$ cat config.mk
export PLATFORM = sky130hd
export DESIGN_NAME = monster_sequencer
export DESIGN_NICKNAME = d
export VERILOG_FILES = /design/src/rtl/monster_sequencer.sv
export SDC_FILE = /design/constraint.sdc
export NUM_CORES = 1
export LEC_CHECK = 0
export ABC_AREA = 0
export CAP_MARGIN = 0
export CORE_MARGIN = 2
export CORE_UTILIZATION = 45
export DETAILED_ROUTE_END_ITERATION = 12
export GPL_TIMING_DRIVEN = 0
export PLACE_DENSITY = 0.68
export SYNTH_ARGS = -nofsm -noshare
export SYNTH_HDL_FRONTEND = slang
export SYNTH_SLANG_ARGS = --single-unit
$ cat constraint.sdc
create_clock -name Clk -period 3.9 [get_ports Clk]
set_clock_uncertainty 0.15 [all_clocks]
set_input_delay 0.78 -clock Clk [delete_from_list [all_inputs] [get_ports Clk]]
set_output_delay 0.78 -clock Clk [all_outputs]
set_load 0.02 [all_outputs]
$ cat src/rtl/monster_sequencer.sv
// Monster spawn/approach game-state sequencer for the four tunnel lanes.
// Drives lane occupancy, distance, broken-cannon flags, score and game state to the renderer.
module monster_sequencer #(
    parameter int unsigned SPAWN_GAP  = 96,
    parameter int unsigned STEP_DIV   = 4,
    parameter int unsigned START_DIST = 200,
    parameter logic [15:0] LFSR_SEED  = 16'hACE1
) (
    input  logic        Clk,
    input  logic        Reset,
    input  logic        Start,
    input  logic [3:0]  hit,
    output logic [3:0]  monster,
    output logic [31:0] monster_dist,
    output logic [3:0]  broken,
    output logic [7:0]  score,
    output logic [1:0]  state
);

    localparam int unsigned TW = $clog2(SPAWN_GAP);
    localparam int unsigned PW = $clog2(STEP_DIV);
    localparam logic [TW-1:0] GAP_LAST  = TW'(SPAWN_GAP - 1);
    localparam logic [PW-1:0] PRE_LAST  = PW'(STEP_DIV - 1);
    localparam logic [7:0]    DIST_INIT = 8'(START_DIST);

    typedef enum logic [1:0] {
        ST_IDLE = 2'd0,
        ST_PLAY = 2'd1,
        ST_OVER = 2'd2
    } state_e;

    state_e          state_q, state_d;
    logic [15:0]     lfsr_q, lfsr_d;
    logic [TW-1:0]   timer_q, timer_d;
    logic [PW-1:0]   presc_q, presc_d;
    logic [3:0]      mon_q, mon_d;
    logic [3:0]      brk_q, brk_d;
    logic [3:0][7:0] dist_q, dist_d;
    logic [7:0]      score_q, score_d;

    logic            attempt_s;
    logic            strobe_s;
    logic            spawn_s;
    logic [3:0]      hits_s;
    logic [2:0]      pick_s;

    function automatic logic [15:0] lfsr_next(input logic [15:0] v);
        return {v[14:0], v[15] ^ v[13] ^ v[12] ^ v[10]};
    endfunction

    function automatic logic [2:0] popcount4(input logic [3:0] v);
        return {2'b00, v[0]} + {2'b00, v[1]} + {2'b00, v[2]} + {2'b00, v[3]};
    endfunction

    function automatic logic [7:0] sat_add(input logic [7:0] a, input logic [2:0] n);
        logic [8:0] s;
        s = {1'b0, a} + {6'd0, n};
        if (s[8]) begin
            return 8'hFF;
        end else begin
            return s[7:0];
        end
    endfunction

    // Returns {found, lane}: first free lane probing base, base+1, base+2, base+3.
    function automatic logic [2:0] pick_lane(input logic [3:0] free, input logic [1:0] base);
        logic [2:0] r;
        logic [1:0] ln;
        r = 3'b000;
        for (int k = 3; k >= 0; k--) begin
            ln = base + 2'(k);
            if (free[ln]) begin
                r = {1'b1, ln};
            end else begin
                r = r;
            end
        end
        return r;
    endfunction

    // Next-state logic: timers, lane updates, spawn and game-state transitions.
    always_comb begin
        state_d   = state_q;
        lfsr_d    = lfsr_next(lfsr_q);
        timer_d   = timer_q;
        presc_d   = presc_q;
        mon_d     = mon_q;
        brk_d     = brk_q;
        dist_d    = dist_q;
        score_d   = score_q;
        attempt_s = 1'b0;
        strobe_s  = 1'b0;
        spawn_s   = 1'b0;
        hits_s    = 4'b0000;
        pick_s    = 3'b000;
        case (state_q)
            ST_PLAY: begin
                attempt_s = (timer_q == {TW{1'b0}});
                strobe_s  = (presc_q == PRE_LAST);
                timer_d   = attempt_s ? GAP_LAST : (timer_q - TW'(1));
                presc_d   = strobe_s ? {PW{1'b0}} : (presc_q + PW'(1));
                hits_s    = hit & mon_q;
                score_d   = sat_add(score_q, popcount4(hits_s));
                // Qualification uses registered flags, so lanes freed this cycle wait for the next attempt.
                pick_s    = pick_lane(~(mon_q | brk_q), lfsr_q[1:0]);
                spawn_s   = attempt_s & pick_s[2];
                for (int l = 0; l < 4; l++) begin
                    if (hits_s[l]) begin
                        mon_d[l]  = 1'b0;
                        dist_d[l] = 8'd0;
                    end else if (spawn_s && (pick_s[1:0] == 2'(l))) begin
                        mon_d[l]  = 1'b1;
                        dist_d[l] = DIST_INIT;
                    end else if (strobe_s && mon_q[l]) begin
                        if (dist_q[l] > 8'd1) begin
                            dist_d[l] = dist_q[l] - 8'd1;
                        end else begin
                            dist_d[l] = 8'd0;
                            mon_d[l]  = 1'b0;
                            brk_d[l]  = 1'b1;
                        end
                    end else begin
                        mon_d[l]  = mon_q[l];
                        dist_d[l] = dist_q[l];
                    end
                end
                if (brk_d == 4'b1111) begin
                    state_d = ST_OVER;
                    mon_d   = 4'b0000;
                    dist_d  = {4{8'd0}};
                end else begin
                    state_d = ST_PLAY;
                end
            end
            ST_IDLE, ST_OVER: begin
                if (Start) begin
                    state_d = ST_PLAY;
                    mon_d   = 4'b0000;
                    brk_d   = 4'b0000;
                    dist_d  = {4{8'd0}};
                    score_d = 8'd0;
                    presc_d = {PW{1'b0}};
                    timer_d = GAP_LAST;
                end else begin
                    state_d = state_q;
                end
            end
            default: begin
                state_d = ST_IDLE;
            end
        endcase
    end

    // State registers.
    always_ff @(posedge Clk or negedge Reset) begin
        if (!Reset) begin
            state_q <= ST_IDLE;
            lfsr_q  <= LFSR_SEED;
            timer_q <= GAP_LAST;
            presc_q <= {PW{1'b0}};
            mon_q   <= 4'b0000;
            brk_q   <= 4'b0000;
            dist_q  <= {4{8'd0}};
            score_q <= 8'd0;
        end else begin
            state_q <= state_d;
            lfsr_q  <= lfsr_d;
            timer_q <= timer_d;
            presc_q <= presc_d;
            mon_q   <= mon_d;
            brk_q   <= brk_d;
            dist_q  <= dist_d;
            score_q <= score_d;
        end
    end

    assign monster      = mon_q;
    assign monster_dist = dist_q;
    assign broken       = brk_q;
    assign score        = score_q;
    assign state        = state_q;

endmodule

# After elaboration in Yosys (flattened, before gate mapping)
# Index checks and enable logic that the tools add are counted.
dict set report word_totals {
  out_inout_bits 50
  regBits 75
  elab_cells 164
  in_bits 7
}
dict set report classes {
  add_sub_neg 13
  muxes 84
  n_reduce_logical 22
  eq_ne 16
  magnitude_cmp 8
  bitwise 7
}
# cell count
set ops {}
lappend ops {{$mux W8} 18}
lappend ops {{$mux W32} 2}
lappend ops {{$pmux W32 S2} 1}
lappend ops {{$mux W1} 40}
lappend ops {{$ne A5 B5 Y1 const B} 8}
lappend ops {{$gt A8 B1 Y1 const B} 4}
lappend ops {{$sub A8 B1 Y8 const B} 4}
lappend ops {{$pmux W4 S2} 2}
lappend ops {{$pmux W8 S2} 1}
lappend ops {{$reduce_and A4 Y1} 4}
lappend ops {{$mux W3} 5}
lappend ops {{$mux W7} 2}
lappend ops {{$pmux W7 S2} 1}
lappend ops {{$lt A2 B3 Y1 const B} 4}
lappend ops {{$reduce_and A3 Y1} 4}
lappend ops {{$add A8 B3 Y9} 1}
lappend ops {{$bmux W1 S2} 4}
lappend ops {{$eq A2 B2 Y1 const B} 4}
lappend ops {{$logic_and A1 B1 Y1} 8}
lappend ops {{$mux W2} 4}
lappend ops {{$mux W4} 2}
lappend ops {{$pmux W2 S2} 2}
lappend ops {{$logic_not A7 Y1} 1}
lappend ops {{$sub A7 B1 Y7 const B} 1}
lappend ops {{other kinds (17)} 23}

# Depth between registers and ports, before layout
dict set report depth {
  ltp_word 17
  mapped_depth 11
}

# Worst setup path before layout
# Ideal clock, no wire load.
dict set report synth_timing {
  path_kind {input port to flip-flop}
  from {input port hit[0]}
  to {register score_q[6], in the netlist score[6]}
  setup_ps 130
  setup_slack_ps 673
  t_arrival_ps 2947
  cell_stages 9
  cell_sequence {and2_1 -> fa_1 -> fa_1 -> inv_1 -> fa_1 -> nor4_1 -> nand3_1 -> nor3b_1 -> nor3_1}
}
dict set report synth_between {
  elab_chain_len 7
}
# item line
set synth_rtl {}
lappend synth_rtl {{start: declaration} 12} ;# input logic [3:0] hit,
lappend synth_rtl {{$and A4 B4 Y4} 102} ;# hits_s = hit & mon_q;
lappend synth_rtl {{$add A1 B1 Y2} 52} ;# return {2'b00, v[0]} + {2'b00, v[1]} + {2'b00, v[2]} + {2'b00, v[3]};
lappend synth_rtl {{$add A2 B1 Y3} 52}
lappend synth_rtl {{$add A3 B1 Y3} 52}
lappend synth_rtl {{$add A8 B3 Y9} 57} ;# s = {1'b0, a} + {6'd0, n};
lappend synth_rtl {{$mux W8} 58} ;# if (s[8]) begin
lappend synth_rtl {{$pmux W8 S2} 96} ;# case (state_q)
lappend synth_rtl {{end signal: assignment} 173} ;# score_q <= score_d;
lappend synth_rtl {{end: declaration} 39} ;# logic [7:0] score_q, score_d;
# Every way passes these cells.
# A chain may end at the register's enable or synchronous reset.

# Final worst setup path
# Ends and elaborated chain as after synthesis.

==> metrics.txt <==
count of state elements after synthesis 75; Slew Limit Headroom 49.61%; die height 100.0 microns; layout cell share with drive strength beyond 1 10.71%; pin count of the biggest net entering global routing 41; diode insertion count for antenna repair 0; number of enable flip-flop cells after synthesis 0; CTS Root Cell sky130_fd_sc_hd__clkbuf_8; io pins 57; number of antenna violations at the first check in global routing 0; total power after layout 2.678 mW; total power density per cell area around 530 nW/um^2; number of sinks handled by clock tree synthesis 75; average footprint of a synthesized cell 9.223 sq um; GRT Overall Usage 22.49%; clock tree buffer depth 2; number of remaining DRC errors 0; area grow syn2layout 22.31%; detailed-placement wirelength estimate 7551 microns; Fillers 851; type of the worst min-delay path primary input to async pin; cell leakage power approximately 2.2 nW; number of warning messages in the yosys log 0; number of buffer and inverter stages on the critical path 2; post-CTS clock slew at the launch and capture registers of the worst setup and hold paths 0.09 ns; buffers inserted during post-CTS setup optimization 0; proportion of register bits with asynchronous set or reset after synthesis 100.0%; worst ir drop on vdd between 0.2 and 0.3 mV; overflow left after global routing 0; startpoint type of the worst setup path primary input; first-pass GRT wire length roughly 18000 microns; initial standard-cell utilization of the core 45.56%; synthesized area 4150 sq um; Achievable Freq 290.4 MHz; cell at the slowest stage of the critical path sky130_fd_sc_hd__fa_1; unrepaired setup endpoints after global routing false; post-route cell area 5076 sq um; violation count after the first detailed-route iteration 203; area inside the core boundary between 9000 and 10000 sq um; non-filler instance count after layout around 630; signal arrival time at the worst endpoint 3.54 ns; MaxCap Viol Count 0; instance count of the mapped netlist 450; gpl congestion 0.8638; final-stage net count 539; full die area 10010 sq um; portion of the clock cycle consumed by the worst path in the final layout about nine tenths; number of buffers created by CTS 9; Util after Layout 55.73%; critical path endpoint category flop; share of synthesized area occupied by flip-flops and latches 45.64%; overall routed net length 10580 microns; count of vias placed by the detailed router 3771; Most Frequent Cell on Critical Path sky130_fd_sc_hd__fa_1; number of distinct standard cells referenced by the synthesized netlist 62; ordered list of cells on the worst path clkdlybuf4s50_1 -> and2_1 -> fa_1 -> fa_1 -> inv_1 -> fa_1 -> nor4_2 -> nand3_1 -> nor3b_1 -> nor3_1; H-tree depth 3; net count after synthesis ~470; TritonRoute pass-1 iters 5; overall die width 100.0 microns; setup TNS 0 ns; run status completed; kind of cell with the highest combined delay on the critical path adder cells; final-report max-slew violation count 0; vias in the first global route 3664; wire length per cell after detailed routing approximately 17 microns; largest fanout on the critical path 5; WP data required ~4.0 ns; post-layout min period 3.444 ns; path type of the worst setup path primary input to flop; setup violators final 0; Largest stage delay, worst path 0.53 ns; remaining antenna violation count 0; hold violation count in the final report 0; standard-cell row count 35; most used flip-flop cell after synthesis sky130_fd_sc_hd__dfrtp_1; placed cell count 618; TritonCTS clock tree done; via-per-instance ratio 5.948; Placed Instance Area 4867 sq um; count of input and output buffers 56; pin slew with the least headroom to its limit 0.7489 ns; clock latency at the later pin of the worst-skew pair between 0.3 and 0.4 ns
-- flip-flops by register name, summed over array words and instances, names as in the netlist --
register	count
monster_dist	32
lfsr_q	16
score	8
timer_q	7
broken	4
monster	4
presc_q	2
state	2
-- repair_timing --
action                                  CTS  global route
endpoints found under the setup margin    0             5
hold buffers                              0             0
resized for setup                         0             1
-- cell usage after synthesis, drive strengths merged (3+ instances only) --
| cell type | count | area share, % |
|---|---|---|
| clkbuf | 6 | 0.54 |
| or3 | 11 | 1.7 |
| o31a | 6 | 1.3 |
| ha | 11 | 3.3 |
| o41ai | 4 | 0.84 |
| nand4 | 3 | 0.45 |
| or2 | 12 | 1.8 |
| buf | 3 | 0.33 |
| nor3 | 17 | 2.2 |
| nor4 | 8 | 1.6 |
| nor2b | 7 | 1.1 |
| and2 | 3 | 0.51 |
| a21bo | 3 | 0.72 |
| dfstp | 14 | 8.9 |
| and3 | 4 | 0.60 |
| a22o | 8 | 1.7 |
| a31oi | 3 | 0.45 |
| inv | 23 | 2.1 |
| a21oi | 17 | 2.1 |
| nor2 | 41 | 3.7 |
| o31ai | 11 | 2.0 |
| nand3 | 14 | 1.7 |
| a211o | 4 | 0.84 |
| and3b | 4 | 0.84 |
| fa | 3 | 1.4 |
| o211ai | 4 | 0.72 |
| dfrtp | 61 | 37 |
| o2111ai | 3 | 0.63 |
| nand2b | 7 | 1.1 |
| a41oi | 4 | 0.84 |
| nand2 | 46 | 4.2 |
| o21ai | 52 | 6.3 |
-- report_power, final --
group,switching (mW),internal (mW),leakage (nW)
combinational,0.578,0.421,1.15
clock,0.317,0.313,0.102
sequential,0.137,0.914,0.971
total,1.03,1.65,2.22
-- cell type report --
type                       count  area [sq um]  share of cell area (%)
buffer                         9         36.28                  0.7148
clock buffer                  10         137.6                   2.711
clock inverter                 6         65.06                   1.282
inverter                      23         86.33                   1.701
multi-input combinational    343          2140                   42.15
sequential                    75          1894                   37.32
tap                          111         138.9                   2.736
timing repair buffer          57         578.1                   11.39
-- stage by stage --
stage | worst slack (ns) | hold slack (ns)
after floorplan | 0.6727 | 0.1812
after global placement | -0.7029 | 0.1859
after detailed placement | -0.1330 | 0.1910
after CTS | 0.2701 | 0.2017
after global routing | 0.2359 | 0.2126
final | 0.4562 | 0.1996
-- kinds of logic after synthesis --
kind of cell | Yosys count | share of synthesized area, %
AOI/OAI and AO/OA | 138 | 22.25
xor gates and xnor gates | 4 | 0.8443
adders and majority gates | 14 | 4.763
buffers and inverters | 32 | 2.954
DFF | 75 | 45.64
muxes | 2 | 0.5125
and+or+nand+nor | 185 | 23.03
-- placed cells by master, fill, tap and decap left out, types with 4 or more instances in the layout --
cell,Yosys,final
sky130_fd_sc_hd__a211o_1,4,4
sky130_fd_sc_hd__a21oi_1,17,17
sky130_fd_sc_hd__a22o_1,8,8
sky130_fd_sc_hd__a41oi_1,4,4
sky130_fd_sc_hd__and3_1,4,4
sky130_fd_sc_hd__and3b_1,4,4
sky130_fd_sc_hd__clkbuf_1,6,6
sky130_fd_sc_hd__clkbuf_8,0,10
sky130_fd_sc_hd__clkdlybuf4s50_1,0,55
sky130_fd_sc_hd__dfrtp_1,61,61
sky130_fd_sc_hd__dfstp_2,14,14
sky130_fd_sc_hd__ha_1,11,11
sky130_fd_sc_hd__inv_1,23,23
sky130_fd_sc_hd__nand2_1,46,46
sky130_fd_sc_hd__nand2b_1,7,7
sky130_fd_sc_hd__nand3_1,14,14
sky130_fd_sc_hd__nor2_1,41,41
sky130_fd_sc_hd__nor2b_1,7,7
sky130_fd_sc_hd__nor3_1,16,16
sky130_fd_sc_hd__nor4_1,7,6
sky130_fd_sc_hd__o211ai_1,4,4
sky130_fd_sc_hd__o21ai_0,49,49
sky130_fd_sc_hd__o31a_1,6,6
sky130_fd_sc_hd__o31ai_1,11,11
sky130_fd_sc_hd__o41ai_1,4,4
sky130_fd_sc_hd__or2_2,10,10
sky130_fd_sc_hd__or3_1,11,11
-- final timing paths --
path	from	endpoint	cells after the start	slack (ns)
max in group asynchronous	Reset	timer_q[6]	2	2.76
hold / removal	Reset	lfsr_q[14]	1	0.20
hold reg to reg	lfsr_q[9]	lfsr_q[10]	0	0.20
setup / recovery	hit[0]	score[6]	10	0.46
min in group Clk	lfsr_q[9]	lfsr_q[10]	0	0.20
setup reg to reg	monster_dist[24]	monster_dist[20]	10	0.56
-- metal layers --
metal / vias up / track usage [%] / share of wire, %
met3: 25 / 4.387 / 4.8
met1: 1840 / 31.53 / 47
met5: - / 0 / 0
met2: 117 / 34.15 / 46
li1: 1789 / - / -
met4: 0 / 9.694 / 2.4
-- worst reg2reg max path: stages, from the launching register on --
cell	delay [ns]
sky130_fd_sc_hd__dfrtp_1	0.48
sky130_fd_sc_hd__inv_1	0.10
sky130_fd_sc_hd__ha_1	0.29
sky130_fd_sc_hd__or2_2	0.33
sky130_fd_sc_hd__a41oi_1	0.36
sky130_fd_sc_hd__or4_4	0.22
sky130_fd_sc_hd__buf_2	0.22
sky130_fd_sc_hd__nand3_1	0.21
sky130_fd_sc_hd__or2_2	0.36
sky130_fd_sc_hd__or2_1	0.27
sky130_fd_sc_hd__o41ai_1	0.24
(Power assumes the default switching activity.)
